**src/rtl/risc_pkg.sv**
```systemverilog
// Shared definitions for the VERI_RISC boot loader: opcodes, loader states and memory sizing.
package risc_pkg;

    typedef enum logic [2:0] {
        HLT = 3'd0,
        SKZ = 3'd1,
        ADD = 3'd2,
        AND = 3'd3,
        XOR = 3'd4,
        LDA = 3'd5,
        STO = 3'd6,
        JMP = 3'd7
    } opcode_t;

    typedef enum logic [2:0] {
        IDLE    = 3'd0,
        LOAD    = 3'd1,
        CPU_RST = 3'd2,
        RUN     = 3'd3,
        DONE    = 3'd4
    } loader_state_t;

    function automatic int depth_of(input int aw);
        return 1 << aw;
    endfunction

    localparam int DEFAULT_AW    = 5;
    localparam int DEFAULT_DEPTH = depth_of(DEFAULT_AW);

endpackage

```
**src/rtl/risc_cycle_counter.sv**
```systemverilog
// Saturating up-counter with synchronous clear; hit_max flags the enabled clock whose
// increment lands exactly on MAX.
module risc_cycle_counter #(
    parameter int CW  = 16,
    parameter int MAX = 4096
) (
    input  logic          clk,
    input  logic          rst_n,
    input  logic          clr,
    input  logic          en,
    output logic [CW-1:0] count,
    output logic          hit_max
);

    localparam logic [CW-1:0] MAX_V  = CW'(MAX);
    localparam logic [CW-1:0] MAX_M1 = CW'(MAX - 1);

    always_ff @(posedge clk or negedge rst_n) begin
        if (!rst_n) begin
            count <= '0;
        end else if (clr) begin
            count <= '0;
        end else if (en && (count != MAX_V)) begin
            count <= count + CW'(1);
        end
    end

    assign hit_max = en && (count == MAX_M1);

endmodule

```
**src/rtl/risc_boot_loader.sv**
```systemverilog
// Loads a byte image into the VERI_RISC memory while holding the core in reset,
// then releases it and measures run length until halt or timeout.
module risc_boot_loader
    import risc_pkg::*;
#(
    parameter int AW         = 5,
    parameter int CW         = 16,
    parameter int RST_CYCLES = 2,
    parameter int MAX_CYCLES = 4096
) (
    input  logic          clk,
    input  logic          rst_n,
    input  logic          start,
    input  logic          ld_valid,
    output logic          ld_ready,
    input  logic [7:0]    ld_data,
    input  logic          ld_last,
    output logic [AW-1:0] mem_addr,
    output logic [7:0]    mem_wdata,
    output logic          mem_wr,
    output logic          cpu_rst,
    input  logic          cpu_halt,
    output logic          busy,
    output logic          done,
    output logic          timeout,
    output logic          overflow,
    output logic [CW-1:0] run_cycles
);

    localparam int DEPTH   = depth_of(AW);
    localparam int ADDR_CW = $clog2(DEPTH) + 1;

    loader_state_t      state_q, state_d;
    logic [ADDR_CW-1:0] addr_q;
    logic               timeout_q, overflow_q;
    logic               start_ok, accept, set_ovf, set_tmo;
    logic               run_en, rst_en, rst_clr;
    logic               run_hit, rst_hit;
    logic [CW-1:0]      rst_count_unused;
    logic               wrapped;

    // Top bit of the address counter records that all DEPTH slots are already used.
    assign wrapped = addr_q[ADDR_CW-1];

    always_ff @(posedge clk or negedge rst_n) begin
        if (!rst_n) begin
            state_q <= IDLE;
        end else begin
            state_q <= state_d;
        end
    end

    always_comb begin
        state_d  = state_q;
        start_ok = 1'b0;
        accept   = 1'b0;
        set_ovf  = 1'b0;
        set_tmo  = 1'b0;
        run_en   = 1'b0;
        rst_en   = 1'b0;
        rst_clr  = (state_q != CPU_RST);
        case (state_q)
            IDLE, DONE: begin
                if (start) begin
                    start_ok = 1'b1;
                    state_d  = LOAD;
                end
            end
            LOAD: begin
                if (ld_valid) begin
                    accept = 1'b1;
                    if (wrapped) begin
                        set_ovf = 1'b1;
                        state_d = DONE;
                    end else if (ld_last) begin
                        state_d = CPU_RST;
                    end
                end
            end
            CPU_RST: begin
                rst_en = 1'b1;
                if (rst_hit) state_d = RUN;
            end
            RUN: begin
                // A halt seen on the same clock as the final count takes priority over timeout.
                if (cpu_halt) begin
                    state_d = DONE;
                end else begin
                    run_en = 1'b1;
                    if (run_hit) begin
                        set_tmo = 1'b1;
                        state_d = DONE;
                    end
                end
            end
            default: state_d = IDLE;
        endcase
    end

    always_ff @(posedge clk or negedge rst_n) begin
        if (!rst_n) begin
            addr_q     <= '0;
            timeout_q  <= 1'b0;
            overflow_q <= 1'b0;
        end else if (start_ok) begin
            addr_q     <= '0;
            timeout_q  <= 1'b0;
            overflow_q <= 1'b0;
        end else begin
            if (accept)  addr_q     <= addr_q + ADDR_CW'(1);
            if (set_tmo) timeout_q  <= 1'b1;
            if (set_ovf) overflow_q <= 1'b1;
        end
    end

    risc_cycle_counter #(.CW(CW), .MAX(MAX_CYCLES)) u_run_counter (
        .clk     (clk),
        .rst_n   (rst_n),
        .clr     (start_ok),
        .en      (run_en),
        .count   (run_cycles),
        .hit_max (run_hit)
    );

    risc_cycle_counter #(.CW(CW), .MAX(RST_CYCLES)) u_rst_counter (
        .clk     (clk),
        .rst_n   (rst_n),
        .clr     (rst_clr),
        .en      (rst_en),
        .count   (rst_count_unused),
        .hit_max (rst_hit)
    );

    // An overflowed image is never run, so the core stays in reset through DONE.
    assign cpu_rst   = (state_q == IDLE) || (state_q == LOAD) || (state_q == CPU_RST)
                     || ((state_q == DONE) && overflow_q);
    assign ld_ready  = (state_q == LOAD);
    assign mem_wr    = accept && !wrapped;
    assign mem_addr  = addr_q[AW-1:0];
    assign mem_wdata = ld_data;
    assign busy      = (state_q == LOAD) || (state_q == CPU_RST) || (state_q == RUN);
    assign done      = (state_q == DONE);
    assign timeout   = timeout_q;
    assign overflow  = overflow_q;

endmodule

```
**config.mk**
```make
export PLATFORM = sky130hd
export DESIGN_NAME = risc_boot_loader
export DESIGN_NICKNAME = d
export VERILOG_FILES = /design/src/rtl/risc_pkg.sv /design/src/rtl/risc_cycle_counter.sv /design/src/rtl/risc_boot_loader.sv
export SDC_FILE = /design/constraint.sdc
export NUM_CORES = 1
export LEC_CHECK = 0
export CORE_MARGIN = 2
export CORE_UTILIZATION = 56
export CTS_CLUSTER_SIZE = 10
export DETAILED_ROUTE_END_ITERATION = 7
export PLACE_DENSITY = 0.93
export SKIP_CTS_REPAIR_TIMING = 1
export SYNTH_ARGS = -nofsm -noshare
export SYNTH_HDL_FRONTEND = slang
export SYNTH_HIERARCHICAL = 1
export SYNTH_SLANG_ARGS = --single-unit
```
**constraint.sdc**
```tcl
create_clock -name clk -period 6.8 [get_ports clk]
set_clock_uncertainty 0.1 [all_clocks]
set_input_delay 1.36 -clock clk [delete_from_list [all_inputs] [get_ports clk]]
set_output_delay 1.36 -clock clk [all_outputs]
set_load 0.02 [all_outputs]
```
======== Word-level counts from Yosys, hierarchy flattened ========
Cells that the tools add are included.
cells by class
  $add $sub $neg .......................... 3
  eq/ne operators ......................... 14
  mux-type cells .......................... 31
  reductions and logical operators ........ 20
operators by type and width
  kind                                                   number
  two-way mux 16 bit                                     4
  adder 16 x 1 -> 16 bit, second input constant          2
  two-way mux 3 bit                                      7
  two-way mux 1 bit                                      17
  equality test 16 x 1 -> 1 bit, second input constant   1
  equality test 16 x 12 -> 1 bit, second input constant  1
  != test 16 x 13 -> 1 bit, second input constant        1
  != test 16 x 2 -> 1 bit, second input constant         1
  two-way mux 6 bit                                      2
  one-hot mux 3 bit (4 select lines)                     1
  nonzero test 2 bit                                     5
  adder 6 x 1 -> 6 bit, second input constant            1
  equality test 3 x 2 -> 1 bit, second input constant    2
  logical AND 1 bit                                      6
  != test 2 bit, second input constant                   3
  logical OR 1 bit                                       5
  AND reduction 5 bit                                    1
  equality test 3 x 1 -> 1 bit, second input constant    1
  equality test 3 bit, second input constant             1
  zero test 3 bit                                        1
  != test 3 x 1 -> 1 bit, second input constant          1
  != test 3 x 2 -> 1 bit, second input constant          1
  != test 3 bit, second input constant                   1
  OR reduction 2 bit                                     1
  zero test 1 bit                                        1
storage, ports and cells
  register bits after elaboration ......... 43
  input port bits ......................... 14
  output and inout port bits .............. 36
  word-level logic and storage cells ...... 74

======== Longest topological paths before layout ========
  word-level depth ........................ 8
  mapped depth ............................ 9
  mapped depth without buffers ............ 7

======== By module ========
The synthesis kept the hierarchy.
by module, submodules not included
  module                               times used  cells an instance  area each (um^2)  seq. area each (um^2)
  risc_cycle_counter at u_rst_counter  1           93                 913.4             400.4
  risc_cycle_counter at u_run_counter  1           89                 874.6             400.4
  risc_boot_loader                     1           83                 715.7             275.3

======== Worst setup path after synthesis ========
OpenSTA, ideal clock, no wires.
  kind .................................... input port to output port
  start point ............................. input ld_valid
  end point ............................... output mem_wr
  arrival time ............................ 1.889 ns
  required time ........................... 5.340 ns
  path slack .............................. 3.451 ns
  stages on the path ...................... 3
  path buffers ............................ 1
  path through ............................ nand4bb_1 buf_2 nor2_1
between the ends
  longest elaborated chain between the ends .. 3
ends and longest elaborated chain
  element            line                     RTL
  start, declared    risc_boot_loader.sv:14   input logic ld_valid,
  two-way mux 1 bit  risc_boot_loader.sv:70   if (ld_valid) begin
  two-way mux 1 bit  risc_boot_loader.sv:62   case (state_q)
  logical AND 1 bit  risc_boot_loader.sv:138  assign mem_wr = accept && !wrapped;
  end, declared      risc_boot_loader.sv:20   output logic mem_wr,
No other way between the ends.

======== Worst setup path in the final report ========
Ends and elaborated chain as after synthesis.

==> metrics.md <==
| Metric | Value |
|---|---|
| Status | `complete, no violations` |
| Worst skew pair latency | `0.29 ns` |
| TritonCTS Buffers | `5` |
| Crit path required time | `5.34 ns` |
| Slack of the worst reg-to-reg path | `4.24 ns` |
| Die W | `70.9 microns` |
| Worst hold-check path type | `flip-flop to flip-flop` |
| I/O Buffers | `33` |
| Row count | `24` |
| Gr usage total | `20.7%` |
| Critical-path cell list | `clkdlybuf4s50_1 > nand4bb_1 > nor2_1 > clkdlybuf4s50_1` |
| Yosys warning total | `6` |
| CTS clk-pin slew, worst paths | `0.08 ns` |
| Most frequent cells in the layout | `dfrtp_1 (43), nor2_1 (34), clkdlybuf4s50_1 (32), xor2_1 (18), nand4_1 (17)` |
| Startpoint types | `input pin` |
| Area of the multi-input gates | `1220 sq um` |
| DIE AREA | `5020 sq um` |
| Slew Limit Headroom | `38.7%` |
| Tcrit/Tclk final | `66.0%` |
| Most common cell after layout, fill and taps aside | `dfrtp_1` |
| Max stage delay on crit path | `0.63 ns` |
| Avg Cell Area, Syn | `9.45 sq um` |
| GP Congestion | `0.890` |
| Worst R2R Path Depth | `7` |
| Largest net degree at the start of global routing | `44` |
| Final HPWL DP | `3510 microns` |
| Worst path slowest cell | `clkdlybuf4s50_1` |
| Async S/R FF share, synth | `100%` |
| First-pass GRT wire length | `8460 microns` |
| Detail Route Antenna Nets | `0` |
| CTS tree | `yes` |
| DR pass1 iterations | `4` |
| Synth-to-Final Area Change | `12.1%` |
| Actual slew at the worst max-slew pin | `0.919 ns` |
| Cell mode on critical path | `clkdlybuf4s50_1` |
| IR drop worst, VDD | `0.108 mV` |
| Setup_tns | `0 ns` |
| Count of unique library cells instantiated by Yosys | `43` |
| Setup CP Type | `input pin to output port` |
| MaxCap Viol Count | `0` |
| Start of the worst register-to-register path | `state_q[0]` |
| Vias/cell | `6.06` |
| FMAX | `0.223 GHz` |
| Post-synth EDFFs | `0` |
| WP buf/inv | `2` |
| Final Hold Fails | `0` |
| #FFs+latches synth | `43` |
| Vias after detailed routing | `2013` |
| Period minus WS final | `4.49 ns` |
| Cell leakage power | `0.00117 uW` |
| Syn Nets | `285` |
| Max Buffers Root-to-Sink | `2` |
| DRC | `0` |
| Initial antenna violation count | `0` |
| Prevailing post-synth register cell | `dfrtp_1` |
| Critical Path Fanout Max | `10` |
| Final nets | `300` |
| Top Family by Delay on Critical Path | `buffers and inverters` |
| RSZ-0062 raised after global routing | `no` |
| WP data arrival | `3.03 ns` |
| Core area | `4320 sq um` |
| Clock sink total | `43` |
| Vias in the first global route | `1892` |
| Pwr per Cell Area | `233 nW/um^2` |
| Final slew viol count | `0` |
| Post-Synthesis Cell Area | `2500 sq um` |
| Dominant cells by area after synthesis | `dfrtp_1 (43%), xor2_1 (6.3%), nor2_1 (5.1%)` |
| Layout fillers | `350` |
| Critical path depth | `4` |
| CP startpoint | `ld_valid` |
| ANT cells | `0` |
| Drt wl/cell | `14.8 microns` |
| WL final | `4920 microns` |
| Initial cell density of the core | `57.9%` |
| Global route overflow | `0` |
| Vert. Die Dim | `70.9 microns` |
| Share of cells above drive strength 1 | `7.86%` |
| Crit end category | `output port` |
| RR Endpoint | `state_q[2]` |
| Mapped Cells | `265` |
| Core Util, Final | `64.9%` |
| H-tree levels | `2` |
| Crit path to | `mem_wr` |
| DRT iter0 DRCs | `195` |
| Area share of the largest cell type after synthesis | `43.0%` |
| Seq/Total Area, Yosys | `43.0%` |
| Synth area leader | `dfrtp_1` |
| Register area | `1080 sq um` |
| I/O pin total | `50` |
| Final setup violation count | `0` |
| Clock root cell | `clkbuf_8` |
## cell type report
cell class              instances  area share (%)
well taps                      52            2.32
repair buffers                 33            11.6
flip-flops and latches         43            38.3
inverters                      10            1.34
multi-input cells             187            43.3
clock inverters                 1           0.178
clock buffers                   6            2.94
## synth_stat cells, types with 8 or more instances
cell type and number:
a21oi_1 14, buf_4 15, dfrtp_1 43, inv_1 10, nand2_1 13, nand3_1 10, nand4_1 17, nor2_1 34
o21ai_0 14, or3_1 8, xor2_1 18
## kinds of logic (layout without fill, tap and decap cells)
| family | Yosys count | in the layout | share of synthesized area, % |
|---|---|---|---|
| AND/OR/NAND/NOR | 118 | 118 | 27.5 |
| flip-flops | 43 | 43 | 43.0 |
| AO/OA/AOI/OAI | 37 | 37 | 8.65 |
| buffers and inverters | 35 | 50 | 8.45 |
| XOR/XNOR | 21 | 21 | 7.35 |
| adder cells (fa/ha/maj) | 6 | 6 | 3.00 |
| multiplexers | 5 | 5 | 2.10 |
## sequential cells by signal, summed over array words and instances (netlist names)
| register | cells |
|---|---|
| timeout | 1 |
| u_rst_counter/count | 16 |
| state_q | 3 |
| overflow | 1 |
| addr_q | 6 |
| u_run_counter/count | 16 |
## metal layers
| layer | track usage (%) | share of wire [%] | wire [microns] | vias to the layer above |
|---|---|---|---|---|
| li1 | - | - | - | 958 |
| met1 | 28.2 | 45 | 2200 | 985 |
| met2 | 32.9 | 49 | 2430 | 66 |
| met3 | 4.42 | 5.1 | 253 | 4 |
| met4 | 7.55 | 0.81 | 40 | 0 |
| met5 | 0 | 0 | 0 | - |
## through the flow
stage	setup slack [ns]	std cells	power, uW	cell area, sq um	hold slack [ns]
after floorplan	3.45	265	442	2500	0.368
after global placement	2.37	325	491	2720	0.390
after detailed placement	2.30	325	498	2720	0.419
after CTS	2.29	332	659	2810	0.438
after global routing	2.16	332	694	2810	0.463
final	2.31	332	653	2810	0.432
## power breakdown
group	internal, uW	switching (uW)
combinational	76.6	110
sequential	272	34.1
clock	79.7	80.7
total	428	225
## worst reg2reg max path, stage by stage (launching register included)
cell and delay (ns):
dfrtp_1 0.59, and4bb_2 0.48, and3_1 0.27, nand4_1 0.16, nor3b_1 0.46, o21ai_0 0.13, o21ai_0 0.12, a32o_1 0.19
## worst min-delay path by stage
stage          startpoint   endpoint  slack (ns)  cells past startpoint
6_report          timeout    timeout        0.43                      2
5_1_grt           timeout    timeout        0.46                      2
3_3_place_gp      timeout    timeout        0.39                      2
3_5_place_dp      timeout    timeout        0.42                      2
2_1_floorplan   addr_q[4]  addr_q[4]        0.37                      1
4_1_cts           timeout    timeout        0.44                      2
(Power assumes the default switching activity.)
